[config.mk]
export PLATFORM = sky130hd
export DESIGN_NAME = pc_stack
export DESIGN_NICKNAME = d
export VERILOG_FILES = /design/src/rtl/pc_stack.sv
export SDC_FILE = /design/constraint.sdc
export NUM_CORES = 1
export LEC_CHECK = 0
export ABC_AREA = 1
export CORE_MARGIN = 5
export CORE_UTILIZATION = 50
export DETAILED_ROUTE_END_ITERATION = 16
export GPL_ROUTABILITY_DRIVEN = 0
export PLACE_DENSITY = 0.85
export SETUP_SLACK_MARGIN = 0.5
export SYNTH_ARGS = -nofsm -noshare
export SYNTH_HDL_FRONTEND = slang
export SYNTH_SLANG_ARGS = --single-unit
[constraint.sdc]
create_clock -name clk -period 2.5 [get_ports clk]
set_input_delay 0.5 -clock clk [delete_from_list [all_inputs] [get_ports clk]]
set_output_delay 0.5 -clock clk [all_outputs]
set_load 0.02 [all_outputs]
[src/rtl/pc_stack.sv]
// pc_stack: byte-wide program counter with PCHITMP staging,
// local/long jumps and a hardware call/return stack.
module pc_stack #(
    parameter  int ADDR_BYTES  = 2,
    parameter  int STACK_DEPTH = 4,
    localparam int AW          = 8 * ADDR_BYTES,
    localparam int DW          = $clog2(STACK_DEPTH + 1)
) (
    input  logic          clk,
    input  logic          _MR,
    input  logic [7:0]    D,
    input  logic          _pchitmp_in,
    input  logic          _local_jump,
    input  logic          _long_jump,
    input  logic          _call,
    input  logic          _ret,
    input  logic          _hold,
    output logic [AW-1:0] PC,
    output logic [7:0]    PCLO,
    output logic [7:0]    PCHI,
    output logic [DW-1:0] depth,
    output logic          overflow,
    output logic          underflow
);

    localparam int HW = AW - 8;
    localparam int IW = (STACK_DEPTH > 1) ? $clog2(STACK_DEPTH) : 1;

    logic [AW-1:0] pc_q, pc_nxt, pc_inc, jump_tgt, top;
    logic [HW-1:0] hitmp_q, hitmp_nxt, hitmp_shl;
    logic [DW-1:0] depth_q, depth_nxt;
    logic [IW-1:0] wr_idx, rd_idx;
    logic          ovf_q, udf_q;
    logic          full, empty;
    logic          push, pop, set_ovf, set_udf;
    logic          hold_sel, ret_sel, call_sel;
    logic          long_sel, local_sel, inc_sel;
    logic [AW-1:0] stk [STACK_DEPTH];

    // Staging register shifts in one byte per load, MSB first.
    if (HW > 8) begin : g_shl
        assign hitmp_shl = {hitmp_q[HW-9:0], D};
    end else begin : g_ld
        assign hitmp_shl = D;
    end

    assign hitmp_nxt = _pchitmp_in ? hitmp_q : hitmp_shl;

    assign pc_inc   = pc_q + AW'(1);
    assign jump_tgt = {hitmp_q, D};
    assign full     = (depth_q == DW'(STACK_DEPTH));
    assign empty    = (depth_q == '0);
    assign wr_idx   = IW'(depth_q);
    assign rd_idx   = IW'(depth_q - DW'(1));
    assign top      = stk[rd_idx];

    // One-hot action select in priority order.
    assign hold_sel  = !_hold;
    assign ret_sel   = _hold && !_ret;
    assign call_sel  = _hold && _ret && !_call;
    assign long_sel  = _hold && _ret && _call && !_long_jump;
    assign local_sel = _hold && _ret && _call && _long_jump
                       && !_local_jump;
    assign inc_sel   = _hold && _ret && _call && _long_jump
                       && _local_jump;

    always_comb begin
        pc_nxt  = pc_q;
        push    = 1'b0;
        pop     = 1'b0;
        set_ovf = 1'b0;
        set_udf = 1'b0;
        unique case (1'b1)
            hold_sel: begin
                pc_nxt = pc_q;
            end
            ret_sel: begin
                if (!empty) begin
                    pc_nxt = top;
                    pop    = 1'b1;
                end else begin
                    pc_nxt  = pc_inc;
                    set_udf = 1'b1;
                end
            end
            call_sel: begin
                pc_nxt  = jump_tgt;
                push    = !full;
                set_ovf = full;
            end
            long_sel: begin
                pc_nxt = jump_tgt;
            end
            local_sel: begin
                pc_nxt = {pc_q[AW-1:8], D};
            end
            inc_sel: begin
                pc_nxt = pc_inc;
            end
            default: begin
                pc_nxt = pc_q;
            end
        endcase
    end

    always_comb begin
        depth_nxt = depth_q;
        if (push) begin
            depth_nxt = depth_q + DW'(1);
        end else if (pop) begin
            depth_nxt = depth_q - DW'(1);
        end
    end

    always_ff @(posedge clk or negedge _MR) begin
        if (!_MR) begin
            pc_q    <= '0;
            hitmp_q <= '0;
            depth_q <= '0;
            ovf_q   <= 1'b0;
            udf_q   <= 1'b0;
        end else begin
            pc_q    <= pc_nxt;
            hitmp_q <= hitmp_nxt;
            depth_q <= depth_nxt;
            ovf_q   <= ovf_q | set_ovf;
            udf_q   <= udf_q | set_udf;
        end
    end

    // Entry contents need no reset; depth marks what is valid.
    always_ff @(posedge clk) begin
        if (push) begin
            stk[wr_idx] <= pc_inc;
        end
    end

    assign PC        = pc_q;
    assign PCLO      = pc_q[7:0];
    assign PCHI      = pc_q[AW-1:AW-8];
    assign depth     = depth_q;
    assign overflow  = ovf_q;
    assign underflow = udf_q;

endmodule

==> results.cfg <==
[setup_path]
rr_startpoint = PC[2]
cp.arrival_ns = 2.26
required_ns = 2.80
cpMostUsedCell = nand3_1
cp-start-kind = register
path_class = register to register
critPathTopFamily = simple AND/OR/NAND/NOR gates
path_cells = nand3_1 -> nor2_1 -> xor2_1 -> nand2_1 -> nand3_1
r2r_end = PC[5]
setup.worst_path.end_class = register
rr_worst_depth = 5
path_max_fanout = 7
critical_path_buf_inv_count = 0
max_stage_delay_ns = 0.58
r2r_slack_ns = 0.54
cp_slowest_cell = xor2_1

[worst_hold_path]
hold_end = underflow
hold_path_class = register to register
hold_start = underflow
whs_path_depth = 1

[floorplan]
start_util_pct = 51.8
fp.dieW_um = 105
fp-row-count = 34
die-area_um2 = 11100
fp.coreArea_um2 = 8760
pin_count = 53
die_h_um = 105

[placed_design]
preCtsSetupSlack_ns = 0.221
io_buffers = 52
dp_hpwl_mm = 8.04
post_dp_cell_area_um2 = 5160

[synthesis]
synth_top_area_share_pct = 42.4
synth.cell_area_um2 = 4540
yosys_most_used_dff = edfxtp_1
synth_commonest_cells = 89 x nand2_1, 64 x edfxtp_1, 62 x nor2_1
syn_avg_cell_area_um2 = 9.59
yosysTopAreaCell = edfxtp_1
ys_types = 36
syn-num-nets = 495
ys_async_sr_fraction_pct = 31.2
yosys_warnings = 0
synthCells = 473
yosys-top-cells-area = edfxtp_1 42%, dfrtp_1 16%, nand2_1 7.4%, nor2_1 5.1%, o21ai_0 4.6%
synth.most_common_cell = nand2_1
ys_seq_area_share_pct = 58.4
synth_edf_count = 64
ys_ff_latch = 93

[layout]
stdcell_area_um2 = 5490
final_core_util_pct = 62.6
syn2layout_area_growth_pct = 20.9
antenna-diode-count = 0
num-nets-final = 542
drive_above_1_share_pct = 12.0

[sta]
fin_setup_tns_ns = 0
period_needed_ns = 1.96
report.final.slew_viol_count = 0
fin_skew_ns = 0.0106
rsz0062_at_grt = true
slew_headroom_pct = 55.7
fin_crit_sh_pct = 78.4
worstMarginPinSlew_ns = 0.663
max_freq_ghz = 0.510
hold_violations = 0
setup_viol = 0
worst_slack_ns = 0.540

[clock_network]
clock_latency_ns = 0.36
cts_tree = built
clockRootBuffer = clkbuf_8
cts_sinks = 93
clock_path_buffers = 2
numCtsBuffers = 9
clkTransAtPathRegs_ns = 0.09
cts_max_level = 3

[power]
internal_power_mw = 3.95
p_per_area_nw_per_um2 = 1280
pwr-share-comb_pct = 49.0
p_switching_mw = 3.08
pwr-share-clk_pct = 16.9
leakage_nw = 2.32
swShare_pct = 43.8
ir_worst_vdd_mv = 0.654
pwr-share-seq_pct = 34.1
p_total_mw = 7.03

[route]
wl_per_cell_um = 18.7
first_pass_iters = 5
drc = 0
vias = 3739
drt-initial-drc-count = 264
via_per_inst = 5.91
drt_wl_total_mm = 11.9
antenna_left = 0

[run_status]
outcome = finished clean

[global_route]
antenna_found_initial = 0
grt_usage_pct = 21.3
grt_pass1_wl_mm = 18.4
grt_max_degree = 37
grt_pass1_vias = 3554
grt_overflow = 0

[run]
cap_violations = 0
## per-stage QoR
stage / hold slack (ns) / instances
final: 0.474 / 633
after global routing: 0.506 / 633
after CTS: 0.476 / 629
after floorplan: 0.204 / 473
after global placement: 0.454 / 611
after detailed placement: 0.455 / 611
## cells in the final DEF, fill, tap and decap left out, types with 14 or more instances in the layout
| master | netlist | routed |
|---|---|---|
| clkdlybuf4s50_1 | 0 | 22 |
| nor2_1 | 62 | 56 |
| nand3_1 | 33 | 33 |
| a21oi_1 | 21 | 21 |
| edfxtp_1 | 64 | 64 |
| dfrtp_1 | 29 | 27 |
| o21ai_0 | 42 | 42 |
| inv_1 | 38 | 35 |
| nand2_1 | 89 | 88 |
| dlymetal6s2s_1 | 0 | 14 |
| dlygate4sd2_1 | 0 | 16 |
## sequential cells by signal, summed over array words and instances, names as in the netlist
register	cells
stk	64
overflow	1
depth	3
underflow	1
hitmp_q	8
PC	16
## timing repair
action / in CTS / in global routing
hold buffers: 0 / 0
setup buffers: 2 / 4
resized for setup: 18 / 21
hold endpoints to repair: 0 / 0
endpoints found under the setup margin: 21 / 88
pin swaps: 0 / 2
## logic make-up after synthesis
group,after synthesis,share of synthesized area [%]
xor+xnor,8,1.54
simple gates,200,19.0
mux,2,0.497
compound gates,89,11.1
flops,93,58.4
buf+inv,75,7.83
fa+ha+maj,6,1.66
## metal layers
layer | vias up | track usage, % | wire length (um)
met5 | - | 0 | 0
met4 | 0 | 9.68 | 473
met3 | 57 | 5.13 | 1300
met2 | 279 | 33.6 | 5690
met1 | 1720 | 27.8 | 4400
li1 | 1683 | - | -
## worst register-to-register path: cells and delay by family (launching register included)
family           cells  cell delay [ns]
XOR/XNOR             1             0.58
flip-flops           1             0.52
AND/OR/NAND/NOR      4             0.80
## power groups by stage
stage               combinational [mW]  clock, mW  sequential (mW)
floorplan                         1.99          0             2.55
global placement                  3.17          0             2.41
detailed placement                3.31          0             2.42
CTS                               3.31       1.19             2.39
global route                      3.71       1.25             2.43
finish                            3.45       1.19             2.40
## final cells by class
cell class                 count  area, um2
clock inverter                 7        114
sequential                    93       2650
fill                         679       3280
clock buffer                   9        124
tap                          108        135
timing repair buffer          68        709
multi-input combinational    305       1590
inverter                      43        168
## worst max path at each step
stage,from,endpoint,slack (ns),cells past startpoint
6_report,PC[2],PC[5],0.54,5
5_1_grt,PC[0],stk[2][12],0.43,7
4_1_cts,PC[6],PC[6],0.50,1
3_5_place_dp,_ret,stk[3][8],0.22,6
3_3_place_gp,_ret,stk[3][9],0.27,6
2_1_floorplan,depth[0],stk[0][0],0.44,9
Power figures use the tool's default switching activity.
